--- config.mk ---
export PLATFORM = sky130hd
export DESIGN_NAME = squash_lift_ctrl
export DESIGN_NICKNAME = d
export VERILOG_FILES = /design/src/rtl/squash_pkg.sv /design/src/rtl/squash_lift_pe.sv /design/src/rtl/squash_lift_ctrl.sv
export SDC_FILE = /design/constraint.sdc
export NUM_CORES = 1
export LEC_CHECK = 0
export ABC_AREA = 1
export ABC_CLOCK_PERIOD_IN_PS = 14100
export CELL_PAD_IN_SITES_DETAIL_PLACEMENT = 0
export CELL_PAD_IN_SITES_GLOBAL_PLACEMENT = 1
export CORE_UTILIZATION = 40
export CTS_CLUSTER_SIZE = 30
export DETAILED_ROUTE_END_ITERATION = 10
export DONT_BUFFER_PORTS = 1
export MAX_ROUTING_LAYER = met4
export PLACE_DENSITY_LB_ADDON = 0.12
export SETUP_SLACK_MARGIN = 0.2
export SYNTH_ARGS = -nofsm -noshare
export SYNTH_HDL_FRONTEND = slang
export SYNTH_SLANG_ARGS = --single-unit
--- constraint.sdc ---
create_clock -name clk -period 14.1 [get_ports clk]
set_input_delay 2.82 -clock clk [delete_from_list [all_inputs] [get_ports clk]]
set_output_delay 2.82 -clock clk [all_outputs]
set_load 0.02 [all_outputs]
--- src/rtl/squash_pkg.sv ---
// Shared types and width helpers for the squash 5/3 lifting sequencer.
package squash_pkg;

  localparam int unsigned SQ_DATA_W  = 8;
  localparam int unsigned SQ_MAX_LEN = 16;
  localparam int unsigned SQ_ADDR_W  = 4;
  localparam int unsigned LIFT_RND   = 2;

  // Coefficient widths derived from the sample width.
  function automatic int unsigned sq_h_w(input int unsigned dw);
    return dw + 1;
  endfunction

  function automatic int unsigned sq_l_w(input int unsigned dw);
    return dw + 2;
  endfunction

  function automatic int unsigned sq_sum_w(input int unsigned dw);
    return dw + 3;
  endfunction

  typedef enum logic [2:0] {
    ST_IDLE,
    ST_PRIME,
    ST_RD_ODD,
    ST_RD_EVEN,
    ST_CALC,
    ST_EMIT
  } sq_state_e;

endpackage

--- src/rtl/squash_lift_pe.sv ---
// Combinational 5/3 lifting step: predict d[n], then update s[n] with floor rounding.
module squash_lift_pe
  import squash_pkg::*;
#(
  parameter  int unsigned DATA_W = SQ_DATA_W,
  localparam int unsigned H_W    = sq_h_w(DATA_W),
  localparam int unsigned L_W    = sq_l_w(DATA_W)
) (
  input  logic [DATA_W-1:0]     i_x_even,
  input  logic [DATA_W-1:0]     i_x_odd,
  input  logic [DATA_W-1:0]     i_x_next,
  input  logic signed [H_W-1:0] i_d_prev,
  input  logic                  i_first,
  output logic signed [H_W-1:0] o_d,
  output logic signed [L_W-1:0] o_s
);

  localparam int unsigned SUM_W = sq_sum_w(DATA_W);

  logic signed [SUM_W-1:0] w_xe;
  logic signed [SUM_W-1:0] w_xo;
  logic signed [SUM_W-1:0] w_xn;
  logic signed [SUM_W-1:0] w_d;
  logic signed [SUM_W-1:0] w_dp;
  logic signed [SUM_W-1:0] w_s;

  assign w_xe = $signed(SUM_W'(i_x_even));
  assign w_xo = $signed(SUM_W'(i_x_odd));
  assign w_xn = $signed(SUM_W'(i_x_next));

  assign w_d  = w_xo - ((w_xe + w_xn) >>> 1);
  // Left edge mirrors d[0] into d[-1].
  assign w_dp = i_first ? w_d : SUM_W'(i_d_prev);
  assign w_s  = w_xe + ((w_dp + w_d + $signed(SUM_W'(LIFT_RND))) >>> 2);

  assign o_d = H_W'(w_d);
  assign o_s = L_W'(w_s);

endmodule

--- src/rtl/squash_lift_ctrl.sv ---
// Line sequencer for the 5/3 lifting transform: fetches even/odd samples,
// runs the lifting PE and hands out one H/L pair per handshake.
module squash_lift_ctrl
  import squash_pkg::*;
#(
  parameter  int unsigned DATA_W  = SQ_DATA_W,
  parameter  int unsigned MAX_LEN = SQ_MAX_LEN,
  parameter  int unsigned ADDR_W  = SQ_ADDR_W,
  localparam int unsigned H_W     = sq_h_w(DATA_W),
  localparam int unsigned L_W     = sq_l_w(DATA_W)
) (
  input  logic                  clk,
  input  logic                  rst_n,
  input  logic                  start,
  input  logic [ADDR_W:0]       line_len,
  output logic                  mem_rd,
  output logic [ADDR_W-1:0]     mem_addr,
  input  logic [DATA_W-1:0]     mem_data,
  output logic                  out_valid,
  input  logic                  out_ready,
  output logic signed [H_W-1:0] out_h,
  output logic signed [L_W-1:0] out_l,
  output logic                  busy,
  output logic                  done,
  output logic                  err
);

  localparam int unsigned LEN_W  = ADDR_W + 1;
  localparam int unsigned PAIR_W = ADDR_W - 1;

  sq_state_e               r_state;
  logic                    r_phase;
  logic [PAIR_W-1:0]       r_n;
  logic [PAIR_W-1:0]       r_last_n;
  logic [DATA_W-1:0]       r_x_even;
  logic [DATA_W-1:0]       r_x_odd;
  logic [DATA_W-1:0]       r_x_next;
  logic signed [H_W-1:0]   r_d_prev;
  logic                    r_mem_rd;
  logic [ADDR_W-1:0]       r_mem_addr;
  logic                    r_out_valid;
  logic signed [H_W-1:0]   r_out_h;
  logic signed [L_W-1:0]   r_out_l;
  logic                    r_busy;
  logic                    r_done;
  logic                    r_err;

  logic                    w_len_ok;
  logic                    w_last;
  logic [PAIR_W-1:0]       w_n_inc;
  logic signed [H_W-1:0]   w_d;
  logic signed [L_W-1:0]   w_s;

  assign w_len_ok = !line_len[0] && (line_len >= LEN_W'(2)) && (line_len <= LEN_W'(MAX_LEN));
  assign w_last   = (r_n == r_last_n);
  assign w_n_inc  = r_n + PAIR_W'(1);

  squash_lift_pe #(.DATA_W(DATA_W)) u_pe (
    .i_x_even (r_x_even),
    .i_x_odd  (r_x_odd),
    .i_x_next (r_x_next),
    .i_d_prev (r_d_prev),
    .i_first  (r_n == '0),
    .o_d      (w_d),
    .o_s      (w_s)
  );

  // Read states alternate issue (phase 0) and capture (phase 1); the strobe
  // for the next read is raised on the transition that enters its state.
  always_ff @(posedge clk or negedge rst_n) begin
    if (!rst_n) begin
      r_state     <= ST_IDLE;
      r_phase     <= 1'b0;
      r_n         <= '0;
      r_last_n    <= '0;
      r_x_even    <= '0;
      r_x_odd     <= '0;
      r_x_next    <= '0;
      r_d_prev    <= '0;
      r_mem_rd    <= 1'b0;
      r_mem_addr  <= '0;
      r_out_valid <= 1'b0;
      r_out_h     <= '0;
      r_out_l     <= '0;
      r_busy      <= 1'b0;
      r_done      <= 1'b0;
      r_err       <= 1'b0;
    end else begin
      r_done <= 1'b0;
      r_err  <= 1'b0;
      case (r_state)
        ST_IDLE: begin
          if (start) begin
            if (w_len_ok) begin
              r_state    <= ST_PRIME;
              r_phase    <= 1'b0;
              r_n        <= '0;
              r_last_n   <= PAIR_W'(line_len[ADDR_W:1] - ADDR_W'(1));
              r_mem_rd   <= 1'b1;
              r_mem_addr <= '0;
              r_busy     <= 1'b1;
            end else begin
              r_err <= 1'b1;
            end
          end
        end
        ST_PRIME: begin
          if (!r_phase) begin
            r_phase  <= 1'b1;
            r_mem_rd <= 1'b0;
          end else begin
            r_x_even   <= mem_data;
            r_state    <= ST_RD_ODD;
            r_phase    <= 1'b0;
            r_mem_rd   <= 1'b1;
            r_mem_addr <= {r_n, 1'b1};
          end
        end
        ST_RD_ODD: begin
          if (!r_phase) begin
            r_phase  <= 1'b1;
            r_mem_rd <= 1'b0;
          end else begin
            r_x_odd <= mem_data;
            r_phase <= 1'b0;
            if (w_last) begin
              // Right edge: x[len] mirrors x[len-2], no fetch needed.
              r_x_next <= r_x_even;
              r_state  <= ST_CALC;
            end else begin
              r_state    <= ST_RD_EVEN;
              r_mem_rd   <= 1'b1;
              r_mem_addr <= {w_n_inc, 1'b0};
            end
          end
        end
        ST_RD_EVEN: begin
          if (!r_phase) begin
            r_phase  <= 1'b1;
            r_mem_rd <= 1'b0;
          end else begin
            r_x_next <= mem_data;
            r_phase  <= 1'b0;
            r_state  <= ST_CALC;
          end
        end
        ST_CALC: begin
          r_out_h     <= w_d;
          r_out_l     <= w_s;
          r_out_valid <= 1'b1;
          r_state     <= ST_EMIT;
        end
        ST_EMIT: begin
          if (out_ready) begin
            r_out_valid <= 1'b0;
            r_d_prev    <= r_out_h;
            r_x_even    <= r_x_next;
            if (w_last) begin
              r_state <= ST_IDLE;
              r_busy  <= 1'b0;
              r_done  <= 1'b1;
            end else begin
              r_n        <= w_n_inc;
              r_state    <= ST_RD_ODD;
              r_phase    <= 1'b0;
              r_mem_rd   <= 1'b1;
              r_mem_addr <= {w_n_inc, 1'b1};
            end
          end
        end
        default: r_state <= ST_IDLE;
      endcase
    end
  end

  assign mem_rd    = r_mem_rd;
  assign mem_addr  = r_mem_addr;
  assign out_valid = r_out_valid;
  assign out_h     = r_out_h;
  assign out_l     = r_out_l;
  assign busy      = r_busy;
  assign done      = r_done;
  assign err       = r_err;

endmodule

# Word-level counts from Yosys, hierarchy flattened
# Cells that the tools add are included.
[classes]
muxes = 54
shifts = 0
bitwise_logic = 0
order_cmp = 2
n_reduce_logical = 25
div = 0
addsub = 7
n_mul = 0
n_eq_ne = 17
[ops]
columns = ["cell", "count"]
rows = [
  ["$mux W3", 11],
  ["$mux W8", 4],
  ["$pmux W8 S2", 2],
  ["$mux W4", 7],
  ["$ne A2 B2 Y1 const B", 11],
  ["$mux W1", 21],
  ["$reduce_and A5 Y1", 4],
  ["$pmux W3 S6", 1],
  ["$pmux W4 S4", 1],
  ["$add A11 B11 Y11", 1],
  ["$add A11 B3 Y11 const B", 1],
  ["$mux W11", 1],
  ["$sub A9 B10 Y11", 1],
  ["$add A9 B9 Y10", 1],
  ["$add A8 B8 Y9", 1],
  ["$reduce_and A8 Y1", 1],
  ["$reduce_bool A2 Y1", 4],
  ["$eq A3 B2 Y1 const B", 2],
  ["$eq A3 B3 Y1 const B", 2],
  ["$logic_not A3 Y1", 2],
  ["$pmux W3 S2", 1],
  ["$reduce_and A2 Y1", 3],
  ["$reduce_and A3 Y1", 2],
  ["$reduce_and A6 Y1", 1],
  ["17 further kinds", 19],
]
[word_totals]
ramBits = 0
register_bits = 71
out_inout_bits = 28
inputBits = 17
word_cells = 121
rom_bits = 0
latch_bits = 0
memories = 0

# Depth between registers and ports, before layout
[depth]
depth_word = 6
mapped_depth = 31
depth_no_buf = 31

# By module
# A second synthesis with hierarchy kept.
[unflattened]
hier_cells = 633
area_unflattened_um2 = 5053.6
[by_module_without_submodules]
columns = ["mod", "seq_area_each_um2", "cells_per_inst", "area_each_um2", "n_inst"]
rows = [
  ["squash_lift_ctrl", 1776.7, 361, 3314.4, 1],
  ["squash_lift_pe", 0.0, 272, 1739.2, 1],
]

# Worst setup path after synthesis
# Ideal clock, no wire load.
[synth_timing]
path_kind = "flip-flop to flip-flop"
start = "register r_x_even[2]"
end = "register r_out_l[8] (netlist: out_l[8])"
setup_ps = 118
n_path_buf = 0
slack_ps = 9475
path_stages_with_launch = 31
required_time_ps = 13982
period_less_slack_ps = 4625
t_arrival_ps = 4507
cell_sequence = "dfrtp_1 -> ha_1 -> nand2_1 -> o21ai_0 -> a21oi_1 -> nor2_1 -> nor2_1 -> xor2_1 -> ha_1 -> nand2_1 -> o21ai_0 -> nor2_1 -> xnor2_1 -> nand2_1 -> nand2_1 -> ha_1 -> ha_1 -> a21oi_1 -> o21ai_0 -> a21oi_1 -> nor2_1 -> nor2_1 -> xnor2_1 -> ha_1 -> inv_1 -> o31ai_1 -> a21oi_1 -> inv_1 -> nand3_1 -> nand3_1 -> nand2_1"
[synth_via]
elab_chain_len = 6
[synth_rtl]
columns = ["element", "line", "rtl"]
rows = [
  ["start, declared", "squash_lift_ctrl.sv:35", "logic [DATA_W-1:0] r_x_even;"],
  ["start signal, assigned", "squash_lift_ctrl.sv:112", "r_x_even <= mem_data;"],
  ["start signal, assigned", "squash_lift_ctrl.sv:157", "r_x_even <= r_x_next;"],
  ["$add A8 B8 Y9 *", "squash_lift_pe.sv:31", "assign w_d = w_xo - ((w_xe + w_xn) >>> 1);"],
  ["$sub A9 B10 Y11 *", "squash_lift_pe.sv:31", ""],
  ["net u_pe.o_d[5]", "squash_lift_pe.sv:14", "output logic signed [H_W-1:0] o_d,"],
  ["$mux W11", "squash_lift_pe.sv:33", "assign w_dp = i_first ? w_d : SUM_W'(i_d_prev);"],
  ["$add A11 B11 Y11 *", "squash_lift_pe.sv:34", "assign w_s = w_xe + ((w_dp + w_d + $signed(SUM_W'(LIFT_RND))) >>> 2);"],
  ["$add A11 B3 Y11 *", "squash_lift_pe.sv:34", ""],
  ["$add A9 B9 Y10 *", "squash_lift_pe.sv:34", ""],
  ["end signal, assigned", "squash_lift_ctrl.sv:149", "r_out_l <= w_s;"],
  ["end, declared", "squash_lift_ctrl.sv:43", "logic signed [L_W-1:0] r_out_l;"],
]
# Mark *: on every way through the listed nets, which the timed path passes. The rest lies on a longest branch.
# A chain may end at the register's enable or synchronous reset.

# Worst setup path in the final report
[layout_timing]
start = "register r_x_even[2]"
end = "register r_out_l[7] (netlist: out_l[7])"
# The elaborated chain is that of the path after synthesis.

==> metrics.csv <==
metric,value,unit
status,"finished, violations left",
failed_checks,design-rule violations,
hold_path_class,reg -> reg,
cp-end-kind,flop,
avgSynthCellArea,7.766,um^2
worstPathRequired,14.29,ns
cts.htree.levels,3,
whs,0.4707,ns
synth_cells,619,
place_congestion,0.8823,
ys_warn_count,0,
coreArea,11560,um^2
nNetsFinal,684,
num_rows,39,
setup_slack,8.692,ns
dp_slack,8.674,ns
diodes,0,
grt_util_met2,32.71,%
setup_viol,0,
max_cap_viol_count,0,
path_max_fanout,6,
track_usage,20.87,%
period_needed,5.408,ns
yosys-top-cells-area,"dfrtp_1 (37%), nand2_1 (14%), ha_1 (11%), o21ai_0 (5.1%), inv_1 (5.0%)",
grt_pass1_vias,3929,
hold_viol_final,0,
vias,3958,
drive_gt1_share,8.333,%
start_util,41.57,%
skew,0.01232,ns
ys_seq_area_share,36.96,%
die_h,111.6,um
dieArea,12460,um^2
synth_area,4807,um^2
dr.pass1.iters,7,
use_met1,26.74,%
critPathArrivalTime,5.59,ns
syn_to_final_growth,10.05,%
io_buffers,0,
cts_tree,done,
dp_hpwl,8.799,mm
post-route-period-util,38.36,%
ant_nets,0,
regArea,1777,um^2
use_met3,4.845,%
rsz0062_at_grt,false,
relSlewSlack,59.49,%
synth_cell_type_count,42,
postCtsSetupBuffers,0,
grt_max_degree,72,
hold_buffers,0,
post_drt_wl_per_cell,14.84,um
clk_latency,0.34,ns
grt_pass1_wl,19.66,mm
startpoint_type,flop,
cts_made_buffers,9,
yosysTopAreaCell,dfrtp_1,
dr.first_iter.drc_count,195,
clock_path_buffers,2,
fillCellCount,1169,
overflow,0,
ioPinCount,45,
tns,0,ns
clk_pin_slew_worst_paths,0.06,ns
multi_input_area,2690,um^2
worst_pin_slew,0.6070,ns
cts_resized,0,
busiest_layer,met2,
synth.net_count,684,
final-max-slew-violation-count,0,
worstSetupPathType,reg -> reg,
reg2reg_slack,8.69,ns
dp.cells,751,
vias_per_cell,5.160,
max_freq,0.1849,GHz
antenna_found_initial,0,
cts_root_buf,clkbuf_16,
wl,11.38,mm
dieWidth,111.6,um
final_cells,767,
drc,2,
ys_ff_latch,71,
cts_sinks,71,
synthDominantCellAreaShare,36.96,%
layout by cell type (no fill, tap or decap), drive strengths merged, types with 4 or more instances in the layout:
cell	netlist	final
xnor2	12	12
xor2	13	13
o21ai	59	59
fa	4	4
ha	44	44
inv	74	74
a21oi	36	36
nor2	39	39
a31oi	9	9
nand3	24	24
nor3	5	5
o21a	8	8
clkbuf	7	11
or2	7	7
nand2	184	184
dfrtp	71	71
worst paths after layout:
check / depth (start not counted) / to / from
worst min-delay path: 2 / r_d_prev[1] / r_d_prev[1]
min in group asynchronous: 0 / out_valid / rst_n
worst max register to register: 27 / out_l[7] / r_x_even[2]
max in group asynchronous: 0 / r_x_even[1] / rst_n
worst min register to register: 2 / r_d_prev[1] / r_d_prev[1]
worst max-delay path: 27 / out_l[7] / r_x_even[2]
cells in the mapped netlist, drive strengths merged:
| cell | number |
|---|---|
| nand2 | 184 |
| inv | 74 |
| dfrtp | 71 |
| o21ai | 59 |
| ha | 44 |
| nor2 | 39 |
| a21oi | 36 |
| nand3 | 24 |
| xor2 | 13 |
| xnor2 | 12 |
| a31oi | 9 |
| o21a | 8 |
| clkbuf | 7 |
| or2 | 7 |
| buf | 5 |
| nor3 | 5 |
| fa | 4 |
| nand4 | 3 |
| o211ai | 3 |
| o21bai | 3 |
| o22ai | 2 |
| a21boi | 1 |
| a22oi | 1 |
| nor3b | 1 |
| nor4 | 1 |
| o221ai | 1 |
| o311ai | 1 |
| o31ai | 1 |
cell families after synthesis:
logic type	count (synthesis)	share of synthesized area (%)
and+or+nand+nor	264	23.48
AOI/OAI and AO/OA	125	14.81
buffers and inverters	86	7.080
DFF	71	36.96
adders and majority gates	48	13.12
xor gates and xnor gates	25	4.555
per-stage QoR:
stage	area, um^2	util (%)
4_1_cts	5290	45.74
6_report	5290	45.74
3_3_place_gp	4933	42.66
5_1_grt	5290	45.74
3_5_place_dp	4933	42.66
2_1_floorplan	4807	-
cell type report:
cell class              instances  share of cell area (%)
multi-input cells             462                   50.85
flip-flops and latches         71                   33.59
inverters                      74                   5.298
clock buffers                  11                   4.778
well taps                     143                   3.382
clock inverters                 5                   1.963
repair buffers                  1                  0.1419
worst max-delay path, cell delays in order (launching register included):
cell and delay (ns):
dfrtp_1 0.44, ha_1 0.38, nand2_1 0.06, o21ai_0 0.36, a21oi_1 0.12, nor2_1 0.10, nor2_1 0.05, xor2_1 0.15
ha_1 0.36, nand2_1 0.09, o21ai_0 0.16, nor2_1 0.09, xnor2_1 0.34, nand2_1 0.09, nand2_1 0.08, ha_1 0.22
ha_1 0.37, a21oi_1 0.15, o21ai_0 0.14, a21oi_1 0.24, nor2_1 0.07, nor2_1 0.11, xnor2_1 0.09, ha_1 0.38
nand4_1 0.11, o221ai_1 0.26, xor2_1 0.16, o21ai_0 0.08
per-layer routing:
| metal | part of all wire (%) | routed length [um] |
|---|---|---|
| met5 | 0 | 0 |
| met2 | 47 | 5302 |
| met4 | 0.76 | 87 |
| met1 | 48 | 5490 |
| met3 | 4.4 | 503 |
flip-flops by register name, indices dropped and copies added, names as in the netlist:
| signal | flops |
|---|---|
| out_h | 9 |
| r_state | 3 |
| r_d_prev | 9 |
| r_x_next | 8 |
| r_last_n | 3 |
| done | 1 |
| r_n | 3 |
| r_x_even | 8 |
| out_l | 10 |
| out_valid | 1 |
| mem_rd | 1 |
| mem_addr | 4 |
| r_x_odd | 8 |
| err | 1 |
| busy | 1 |
| r_phase | 1 |
Power is not shown: default switching activity piles up to over one toggle a cycle in this logic, so the estimate is an artifact.
